$ cat src/rtl/spi_pkg.sv
// spi_pkg: frame width shared with the SPI slave shift stage and the master FSM encoding
package spi_pkg;
   localparam int SPI_FRAME_BITS = 24;
   typedef enum logic [2:0] {IDLE, SETUP, SHIFT, HOLD, GAP} spi_state_t;
endpackage

$ cat src/rtl/spi_sck_gen.sv
// spi_sck_gen: half-period divider producing tick plus SCK rise/fall strobes
module spi_sck_gen #(
   parameter int CLK_DIV = 2
) (
   input  logic clk,
   input  logic reset_n,
   input  logic en,
   input  logic clear,
   output logic tick,
   output logic rise,
   output logic fall
);
   localparam int CW = $clog2(CLK_DIV + 1);
   logic [CW-1:0] cnt;
   logic phase;
   assign tick = en && cnt == CW'(CLK_DIV - 1);
   assign rise = tick && !phase;
   assign fall = tick && phase;
   // clear realigns the phase so every state starts on a fresh low half-period
   always_ff @(posedge clk or negedge reset_n)
      if (!reset_n) begin
         cnt <= '0;
         phase <= 1'b0;
      end else if (clear) begin
         cnt <= '0;
         phase <= 1'b0;
      end else if (en) begin
         cnt <= tick ? '0 : cnt + CW'(1);
         phase <= phase ^ tick;
      end
endmodule

$ cat src/rtl/spi_master_frame.sv
// spi_master_frame: mode-0 SPI master moving one full-duplex frame per valid/ready handshake
module spi_master_frame
   import spi_pkg::*;
#(
   parameter int FRAME_BITS = SPI_FRAME_BITS,
   parameter int CLK_DIV = 2
) (
   input  logic                  clk,
   input  logic                  reset_n,
   input  logic                  tx_valid,
   input  logic [FRAME_BITS-1:0] tx_data,
   output logic                  tx_ready,
   output logic [FRAME_BITS-1:0] rx_data,
   output logic                  rx_valid,
   output logic                  busy,
   output logic                  pad_cs,
   output logic                  pad_sck,
   output logic                  pad_din,
   input  logic                  pad_dout
);
   localparam int BW = $clog2(FRAME_BITS + 1);
   spi_state_t state, state_nx;
   logic [FRAME_BITS-1:0] tx_sr, rx_sr;
   logic [BW-1:0] bit_cnt;
   logic tick, rise, fall, accept, last_fall;
   assign tx_ready = state == IDLE;
   assign busy = state != IDLE;
   assign accept = tx_valid && tx_ready;
   assign last_fall = fall && bit_cnt == BW'(FRAME_BITS);
   spi_sck_gen #(.CLK_DIV(CLK_DIV)) u_sck (
      .clk(clk),
      .reset_n(reset_n),
      .en(busy),
      .clear(state_nx != state),
      .tick(tick),
      .rise(rise),
      .fall(fall)
   );
   always_comb begin
      state_nx = state;
      case (state)
         IDLE:    state_nx = accept ? SETUP : IDLE;
         SETUP:   state_nx = tick ? SHIFT : SETUP;
         SHIFT:   state_nx = last_fall ? HOLD : SHIFT;
         HOLD:    state_nx = tick ? GAP : HOLD;
         GAP:     state_nx = tick ? IDLE : GAP;
         default: state_nx = IDLE;
      endcase
   end
   // MSB goes straight to the pad at accept; tx_sr holds the bits still to come
   always_ff @(posedge clk or negedge reset_n)
      if (!reset_n) begin
         state <= IDLE;
         tx_sr <= '0;
         rx_sr <= '0;
         rx_data <= '0;
         rx_valid <= 1'b0;
         bit_cnt <= '0;
         pad_cs <= 1'b1;
         pad_sck <= 1'b0;
         pad_din <= 1'b0;
      end else begin
         state <= state_nx;
         rx_valid <= state == HOLD && tick;
         if (accept) begin
            tx_sr <= {tx_data[FRAME_BITS-2:0], 1'b0};
            pad_din <= tx_data[FRAME_BITS-1];
            pad_cs <= 1'b0;
            bit_cnt <= '0;
         end
         if (state == SHIFT && rise) begin
            pad_sck <= 1'b1;
            rx_sr <= {rx_sr[FRAME_BITS-2:0], pad_dout};
            bit_cnt <= bit_cnt + BW'(1);
         end
         if (state == SHIFT && fall) begin
            pad_sck <= 1'b0;
            pad_din <= tx_sr[FRAME_BITS-1];
            tx_sr <= {tx_sr[FRAME_BITS-2:0], 1'b0};
         end
         if (state == HOLD && tick) begin
            pad_cs <= 1'b1;
            pad_din <= 1'b0;
            rx_data <= rx_sr;
         end
      end
endmodule

$ cat config.mk
export PLATFORM = sky130hd
export DESIGN_NAME = spi_master_frame
export DESIGN_NICKNAME = d
export VERILOG_FILES = /design/src/rtl/spi_pkg.sv /design/src/rtl/spi_sck_gen.sv /design/src/rtl/spi_master_frame.sv
export SDC_FILE = /design/constraint.sdc
export NUM_CORES = 1
export LEC_CHECK = 0
export ABC_CLOCK_PERIOD_IN_PS = 1800
export BUFFER_PORTS_ARGS = -buffer_cell sky130_fd_sc_hd__buf_4
export CAP_MARGIN = 20
export CORE_MARGIN = 3
export CORE_UTILIZATION = 50
export DETAILED_ROUTE_END_ITERATION = 8
export PLACE_DENSITY = 0.74
export SLEW_MARGIN = 15
export SYNTH_ARGS = -nofsm -noshare
export SYNTH_HDL_FRONTEND = slang
export SYNTH_SLANG_ARGS = --single-unit
$ cat constraint.sdc
create_clock -name clk -period 1.8 [get_ports clk]
set_input_delay 0.09 -clock clk [delete_from_list [all_inputs] [get_ports clk]]
set_output_delay 0.09 -clock clk [all_outputs]
set_load 0.005 [all_outputs]
==> reports/summary.txt <==
Status - finished with violations
Failing checks - negative setup slack
Via density - 5.254
Peak supply drop - 0.0004753 V
Setup TNS - -0.002224 ns
H-tree level count - 3
Antenna violations before repair - 0
Wire per inst - 15.60 um
Skew-Pair Late Insertion Delay - 0.35 ns
Fill count - 528
GRT met3 Usage - 0.04224
Mapped Nets - 309
Worst min path class - in2reg
Root Driver - clkbuf_8
Placeable Area - 7292 um2
Hold Slack - 0.03060 ns
I/O Pins - 58
Slowest Stage Delay on Critical Path - 0.40 ns
Fin. Hold Viols - 0
Vias in the first global route - 2575
Normalized max-slew margin - 0.6132
Cell Rows - 31
Initial Util - 0.5163
Via count - 2527
CP startpoint kind - flop
Final setup margin - -0.002224 ns
Grt met2 use - 0.2873
Tot GR Track Use - 0.1781
Die area - 8607 um2
GRT busiest layer - met2
Synth-to-Final Area Change - 32.74%
Clock period minus worst slack - 1.802 ns
Global routing usage on met1 - 0.2299
Slew Viols, Final - 0
Final setup vio count - 1
Post-Place Setup Slack - -0.1932 ns
Slowest stage cell on the critical path - dfrtp_1
Crit path capture type - flop
1st-iter DRT viols - 81
Warnings, synthesis - 0
Finished Cell Area - 4997 um2
Chip width - 92.78 um
Post-synthesis cell area - 3765 um2
Hpwl dp - 4.796 mm
Diodes inserted - 0
RSZ-0062 raised after global routing - true
Req. time, crit path - 2.03 ns
Total CTS buffers - 9
GP Congestion - 0.7398
First-pass GRT wire length - 12.08 mm
Fraction of layout cells with a size suffix above 1 - 0.4869
Total power - 3.422 mW
Avg Inst Size Synth - 13.59 um2
Port bufs - 57
Max Cap Viol - 0
Measured slew at the worst slew-check pin - 0.5802 ns
First-pass DRT Iterations - 4
#FFs+latches synth - 86
Sequential fraction of the synthesis area - 0.5720
Unique masters post-synth - 37
Clock sinks - 86
Max Buffers Root-to-Sink - 2
Crit-path max FO - 8
CTS tree - built
CP arrival - 2.03 ns
Fin util - 0.6853
F_max - 554.9 MHz
Placed cell count - 434
Clock slew at reported path FFs - 0.08 ns
Routed wire length - 7.502 mm
Antenna Nets Post-Route - 0
Global route overflow - 0
Synthesized netlist cell count - 277
Clk_skew - 0.01394 ns
Nets - 409
CP Class - reg2reg
Die height - 92.78 um
PD cells - 684.8 nW/um2
Final non-filler cell total - 481
Period Utilization, post-route - 1.001
Placed inst area - 4384 um2
Crit path cell chain - nand2b_4 > nor2_4 > ha_4 > nor4bb_4 > buf_6 > buf_8 > mux2_2
Largest net degree at the start of global routing - 46
Leak pwr - 2.450 nW
DRC violations left - 0
-- layout by cell type, fill, tap and decap left out, drive strengths merged, types with 2 or more instances in the layout --
master / n
a22oi: 23
clkbuf: 11
a2111oi: 2
nor2: 8
dlygate4sd3: 24
mux2: 50
nor3: 3
ha: 4
nand2b: 2
buf: 85
dfrtp: 85
nor4bb: 2
a31o: 2
nand3: 25
clkinv: 5
nand2: 25
a22o: 3
nand3b: 2
inv: 6
xnor2: 2
-- worst max-delay path, delay by kind of cell, from the launching register on --
family / cells / cell delay [ns]
DFF: 1 / 0.40
adders and majority gates: 1 / 0.13
muxes: 1 / 0.34
and+or+nand+nor: 3 / 0.51
buffers and inverters: 2 / 0.31
-- logic make-up (layout without fill, tap and decap cells) --
logic type,count (synthesis),after routing,share of synthesized area
flip-flops,86,86,0.5720
AO/OA/AOI/OAI,34,34,0.07013
adder cells (fa/ha/maj),4,4,0.01329
buffers and inverters,27,132,0.05351
multiplexers,51,51,0.1522
XOR/XNOR,3,3,0.006980
AND/OR/NAND/NOR,72,72,0.1319
-- synth_stat cells --
cell | n | area share
a2111oi_0 | 2 | 0.0047
buf_12 | 2 | 0.011
or4b_4 | 1 | 0.0037
o21ai_2 | 1 | 0.0023
nor2_1 | 8 | 0.0080
a211oi_1 | 1 | 0.0020
xnor2_1 | 2 | 0.0047
nor3_1 | 2 | 0.0027
dfstp_2 | 1 | 0.0070
nand4bb_1 | 1 | 0.0030
a22o_1 | 3 | 0.0070
a31o_2 | 2 | 0.0047
nand3_1 | 5 | 0.0066
buf_6 | 4 | 0.012
a22oi_1 | 23 | 0.046
a21o_1 | 1 | 0.0020
xor2_1 | 1 | 0.0023
nor4b_4 | 1 | 0.0063
clkbuf_1 | 1 | 0.0010
buf_2 | 6 | 0.0080
nand3b_2 | 1 | 0.0030
inv_1 | 6 | 0.0060
mux2i_1 | 1 | 0.0027
mux2_2 | 47 | 0.14
nand2_1 | 25 | 0.025
nand2b_1 | 2 | 0.0033
nand3b_1 | 1 | 0.0020
mux2_1 | 3 | 0.0090
nand4b_1 | 1 | 0.0023
nor4bb_1 | 2 | 0.0053
buf_4 | 8 | 0.016
nor3b_2 | 1 | 0.0033
dfrtp_1 | 85 | 0.56
nor3_4 | 1 | 0.0043
o22ai_1 | 1 | 0.0017
nand3_2 | 20 | 0.053
ha_1 | 4 | 0.013
-- worst paths after layout --
check / to / cells after the start / slack, ns / startpoint
max in group asynchronous: rx_sr[13] / 3 / 0.93 / reset_n
min reg2reg: pad_sck / 2 / 0.50 / pad_sck
max reg2reg: rx_sr[4] / 7 / -0.002 / u_sck.cnt[1]
min: tx_sr[5] / 3 / 0.03 / tx_data[4]
max: rx_sr[4] / 7 / -0.002 / u_sck.cnt[1]
min in group asynchronous: tx_sr[7] / 2 / 0.28 / reset_n
-- power breakdown --
part,internal [mW],switching [mW]
sequential,1.96,0.0193
combinational,0.0966,0.0662
clock,0.639,0.643
-- timing repair --
item                                   4_1_cts  5_1_grt
endpoints found under the hold margin       65        0
hold buffers                                24        0
gates resized for setup                      9       21
buffers inserted                             3        3
pin swaps                                    2        5
cloned                                       1        1
setup endpoints to repair                   30       58
-- per-layer routing --
metal  wire length [um]  share of wire
met2               3607           0.48
met4                142          0.019
met5                  0              0
met1               3408           0.45
met3                344          0.046
-- state kept, by name, summed over array words and instances (netlist names), 2 cells and up --
signal     flops
bit_cnt        5
rx_data       24
rx_sr         24
state          3
tx_sr         23
u_sck.cnt      2
-- cell type report --
cell class	count	area, um2	share of cell area
multi-input cells	164	1528	0.3057
inverters	6	22.52	0.004507
clock inverters	6	62.56	0.01252
repair buffers	110	979.7	0.1960
clock buffers	10	127.6	0.02554
flip-flops and latches	86	2153	0.4309
well taps	99	123.9	0.02479
(Power assumes the default switching activity.)
